--- config.mk ---
export PLATFORM = sky130hd
export DESIGN_NAME = apb_sampler
export DESIGN_NICKNAME = d
export VERILOG_FILES = /design/src/rtl/apb_sampler.sv
export SDC_FILE = /design/constraint.sdc
export NUM_CORES = 1
export LEC_CHECK = 0
export CELL_PAD_IN_SITES_DETAIL_PLACEMENT = 0
export CELL_PAD_IN_SITES_GLOBAL_PLACEMENT = 1
export CORE_MARGIN = 2
export CORE_UTILIZATION = 40
export CTS_CLUSTER_SIZE = 40
export DETAILED_ROUTE_END_ITERATION = 8
export PLACE_DENSITY_LB_ADDON = 0.25
export SYNTH_ARGS = -nofsm -noshare
export SYNTH_HDL_FRONTEND = slang
export SYNTH_SLANG_ARGS = --single-unit
--- constraint.sdc ---
create_clock -name pclk_i -period 5.7 [get_ports pclk_i]
set_input_delay 0.855 -clock pclk_i [delete_from_list [all_inputs] [get_ports pclk_i]]
set_output_delay 0.855 -clock pclk_i [all_outputs]
set_load 0.02 [all_outputs]
--- src/rtl/apb_sampler.sv ---
`timescale 1ns/1ps
`default_nettype none
// ============================================================================
// Module  : apb_sampler
// Brief   : Periodically captures a 32-bit word and writes it to one APB
//           slave register, then reads it back to confirm. Slave errors and
//           read-back mismatches trigger a bounded number of write retries.
// Rev     : 1.0  initial release
// ============================================================================
module apb_sampler #(
  parameter int unsigned PERIOD    = 50,
  parameter logic [7:0]  ADDR      = 8'h00,
  parameter int unsigned MAX_RETRY = 2
) (
  input  logic        pclk_i,
  input  logic        preset_i,
  input  logic [31:0] pdata_i,
  input  logic [31:0] prdata_i,
  input  logic        pready_i,
  input  logic        pslverr_i,
  output logic        psel_o,
  output logic        penable_o,
  output logic [7:0]  paddr_o,
  output logic [31:0] pwdata_o,
  output logic        pwrite_o
);

  localparam int unsigned        c_CNT_W    = (PERIOD > 2) ? $clog2(PERIOD) : 1;
  localparam int unsigned        c_RTY_W    = (MAX_RETRY > 0) ? $clog2(MAX_RETRY + 1) : 1;
  localparam logic [c_CNT_W-1:0] c_CNT_LAST = c_CNT_W'(PERIOD - 1);
  localparam logic [c_RTY_W-1:0] c_RTY_MAX  = c_RTY_W'(MAX_RETRY);

  typedef enum logic [2:0] {
    S_IDLE     = 3'd0,
    S_W_SETUP  = 3'd1,
    S_W_ACCESS = 3'd2,
    S_R_SETUP  = 3'd3,
    S_R_ACCESS = 3'd4
  } state_t;

  logic [c_CNT_W-1:0] r_cnt;
  logic               w_tick;
  state_t             r_state;
  state_t             w_state_nxt;
  logic [31:0]        r_sample;
  logic [31:0]        w_sample_nxt;
  logic               r_pending;
  logic [c_RTY_W-1:0] r_retry;
  logic               w_retry_ok;
  logic               w_retry;

  assign w_tick       = (r_cnt == c_CNT_LAST);
  // A write setup entered on a tick edge must carry the word latched on that edge.
  assign w_sample_nxt = w_tick ? pdata_i : r_sample;
  assign w_retry_ok   = (r_retry < c_RTY_MAX);

  // Free-running sample-interval counter; the tick is its last count.
  always_ff @(posedge pclk_i or posedge preset_i) begin
    if (preset_i) begin
      r_cnt <= '0;
    end else if (w_tick) begin
      r_cnt <= '0;
    end else begin
      r_cnt <= r_cnt + c_CNT_W'(1);
    end
  end

  // Next-state decision; completion responses only count when pready_i is high in an access state.
  always_comb begin
    w_state_nxt = r_state;
    w_retry     = 1'b0;
    case (r_state)
      S_IDLE: begin
        if (w_tick || r_pending) w_state_nxt = S_W_SETUP;
      end
      S_W_SETUP: w_state_nxt = S_W_ACCESS;
      S_W_ACCESS: begin
        if (pready_i) begin
          if (!pslverr_i) begin
            w_state_nxt = S_R_SETUP;
          end else if (w_retry_ok) begin
            w_state_nxt = S_W_SETUP;
            w_retry     = 1'b1;
          end else begin
            w_state_nxt = S_IDLE;
          end
        end
      end
      S_R_SETUP: w_state_nxt = S_R_ACCESS;
      S_R_ACCESS: begin
        if (pready_i) begin
          if (!pslverr_i && (prdata_i == r_sample)) begin
            w_state_nxt = S_IDLE;
          end else if (w_retry_ok) begin
            w_state_nxt = S_W_SETUP;
            w_retry     = 1'b1;
          end else begin
            w_state_nxt = S_IDLE;
          end
        end
      end
      default: w_state_nxt = S_IDLE;
    endcase
  end

  // State, sample/pending bookkeeping and registered bus outputs driven from the next state.
  always_ff @(posedge pclk_i or posedge preset_i) begin
    if (preset_i) begin
      r_state   <= S_IDLE;
      r_sample  <= '0;
      r_pending <= 1'b0;
      r_retry   <= '0;
      psel_o    <= 1'b0;
      penable_o <= 1'b0;
      pwrite_o  <= 1'b0;
      paddr_o   <= 8'h00;
      pwdata_o  <= '0;
    end else begin
      r_state <= w_state_nxt;
      if (w_tick) r_sample <= pdata_i;

      if (r_state == S_IDLE) begin
        r_pending <= 1'b0;
        r_retry   <= '0;
      end else begin
        // Ticks while busy collapse into one pending request.
        if (w_tick)  r_pending <= 1'b1;
        if (w_retry) r_retry   <= r_retry + c_RTY_W'(1);
      end

      case (w_state_nxt)
        S_W_SETUP: begin
          psel_o    <= 1'b1;
          penable_o <= 1'b0;
          pwrite_o  <= 1'b1;
          paddr_o   <= ADDR;
          pwdata_o  <= w_sample_nxt;
        end
        S_W_ACCESS: begin
          psel_o    <= 1'b1;
          penable_o <= 1'b1;
          pwrite_o  <= 1'b1;
          paddr_o   <= ADDR;
        end
        S_R_SETUP: begin
          psel_o    <= 1'b1;
          penable_o <= 1'b0;
          pwrite_o  <= 1'b0;
          paddr_o   <= ADDR;
        end
        S_R_ACCESS: begin
          psel_o    <= 1'b1;
          penable_o <= 1'b1;
          pwrite_o  <= 1'b0;
          paddr_o   <= ADDR;
        end
        default: begin
          psel_o    <= 1'b0;
          penable_o <= 1'b0;
        end
      endcase
    end
  end

endmodule
`default_nettype wire

==> run metrics <==
Worst R2R Setup Slack=2.75 ns; I/O pin count=111; CTS Buf Count=9; clock-pin slew on the worst setup and hold paths=0.08 ns; Post-synth EDFFs=0; Worst Path Buf+Inv=2; nets=452; first-pass GRT wire length=12.8 mm; CTS tree=done; vias per cell=4.84; antenna violations before repair=0; Syn Area/Cell=13.4 sq um; Worst-Skew Late Latency=0.34 ns; drt total wl=7.96 mm; unrepaired setup endpoints after global routing=no; warnings from Yosys=0; Min-Delay Endpoint=r_cnt[0]; Max Fclk=0.310 GHz; min-delay worst type=flip-flop to flip-flop; commonest non-fill, non-tap cells in the layout=clkdlybuf4s50_1, dfrtp_1, mux2_2; final period utilization=56.5%; Placer Congestion=0.727; Layout area overhead=35.4%; min-delay src=r_cnt[0]; crit-path leading delay family=simple AND/OR/NAND/NOR gates; Worst Reg-to-Reg Cells=9; Max stage delay on crit path=0.48 ns; Max clock buf depth=2; sequential cell area=0.00198 sq mm; input/output buffers=102; Crit-path slowest cell=nor4_4; commonest non-fill, non-tap cell in the layout=clkdlybuf4s50_1; HPWL after DPL=5.79 mm; status=complete, no violations; die area=0.0101 sq mm; CTS Hold Bufs=0; DR WL/cell=16.0 microns; Setup violations, final=0; Cell Area, Synth=0.00372 sq mm; clock sinks=79; Worst Setup SP=prdata_i[17]; peak supply drop=0.000153 V; worst-path maximum fanout=25; share of cells above drive strength 1=22.7%; largest net degree at the start of global routing=80; Tmin final=3.22 ns; Vias=2412; CP startpoint kind=input port; Slew Viols, Final=0; Main synth FF type=dfrtp_1; crit end category=flip-flop; final cell utilization of the core=55.1%; Area after DPL=0.00482 sq mm; hold depth=1; crit path cell chain=clkdlybuf4s50_1 > xor2_1 > nor4_1 > nand4_1 > nor4_4 > a31oi_4 > buf_4 > mux2_4; register bit total from synthesis=79; initial drt markers=81; Post-Syn Instances=277; GRT overflow=0; fraction of registers with async set/reset=100%; required time worst endpoint=5.93 ns; Max-Cap Viols=0; relative slew slack=34.1%; crit path kind=input port to flip-flop; die span in x=100 microns; root buffer cell=clkbuf_8; FILL cells=818; Cell Rows=35; Hold Fails Final Rpt=0; Slew @ Worst Pin=0.989 ns; H-tree depth=3; core area=0.00915 sq mm; Seq/Total Area, Yosys=53.1%; Overall Power=1.60 mW; post-cts resize count=0; Initial Utilization=40.7%; pwr dens=317 mW/mm^2; R2R Path End=pwdata_o[31]; Clock Skew=0.0115 ns; reg2reg start=r_cnt[1]; Critical Path AT=3.45 ns; vias in the first global route=2558; Finished Cell Area=0.00504 sq mm; ANT cells=0; Die Height=100 microns; footprint of the multi-input gates=0.00164 sq mm; DR pass1 iterations=4; postcts setup bufs=0; DRC Markers=0; antenna-violating nets left=0; Total Routing Usage GR=16.7%; Total Neg Setup Slack=0 ns; P_leak=2.40 nW; Distinct cells, synth=36
[cell families after synthesis]
| kind of cell | after synthesis | share of synthesized area (%) |
|---|---|---|
| DFF | 79 | 53.1 |
| muxes | 65 | 22.7 |
| and+or+nand+nor | 54 | 7.56 |
| xor gates and xnor gates | 36 | 8.47 |
| buffers and inverters | 23 | 3.80 |
| AOI/OAI and AO/OA | 17 | 3.60 |
| adders and majority gates | 2 | 0.672 |
| other | 1 | 0.101 |
[area by class of cell]
class | instances | area share (%)
flip-flops and latches | 79 | 39.2
multi-input cells | 182 | 32.5
clock buffers | 13 | 3.15
repair buffers | 105 | 20.7
inverters | 5 | 0.397
clock inverters | 3 | 1.29
well taps | 111 | 2.76
[stage by stage]
step	std cells	setup WS, ns	hold WS, ns
global placement	482	2.11	0.475
CTS	498	2.47	0.507
finish	498	2.48	0.506
detailed placement	482	2.09	0.496
global route	498	2.34	0.528
floorplan	284	2.82	0.461
[cells in the mapped netlist, types with 2 or more instances]
cell type	number	area share (%)
dfrtp_1	79	53
mux2_2	35	11
mux2_4	30	12
xor2_1	22	5.2
nor2_1	16	1.6
xnor2_1	14	3.3
nand2_1	11	1.1
buf_4	8	1.6
nor4_1	6	1.0
a21oi_1	5	0.67
clkbuf_1	5	0.50
inv_1	5	0.50
nand3_1	5	0.67
nand4_1	4	0.67
a21o_1	3	0.60
buf_6	3	0.91
a211oi_1	2	0.40
buf_2	2	0.27
ha_1	2	0.67
nand2b_1	2	0.34
nor2b_1	2	0.34
or2_2	2	0.34
[how the worst max path moves through the flow]
stage / to / slack, ns / depth (start not counted)
2_1_floorplan: penable_o / 2.82 / 1
4_1_cts: pwdata_o[20] / 2.47 / 8
5_1_grt: pwdata_o[31] / 2.34 / 8
3_5_place_dp: pwdata_o[23] / 2.09 / 8
6_report: pwdata_o[23] / 2.48 / 8
3_3_place_gp: pwdata_o[18] / 2.11 / 8
[layer usage]
layer  part of all wire, %  vias to the layer above  track usage [%]  routed length, microns
met1                    42                     1191             19.9                    3350
met2                    50                       68             28.0                    3970
met5                     0                        -                0                       0
met4                  0.78                        0             4.53                      62
li1                      -                     1147                -                       -
met3                   7.2                        6             6.87                     574
[power breakdown]
part           switching (mW)  internal, mW
Combinational           0.221         0.291
Sequential             0.0256         0.594
Clock                   0.195         0.271
[state kept, by name, summed over array words and instances (netlist names)]
| name | flops |
|---|---|
| r_retry | 2 |
| r_pending | 1 |
| r_cnt | 6 |
| psel_o | 1 |
| r_sample | 32 |
| penable_o | 1 |
| pwrite_o | 1 |
| r_state | 3 |
| pwdata_o | 32 |
(Power assumes the default switching activity.)
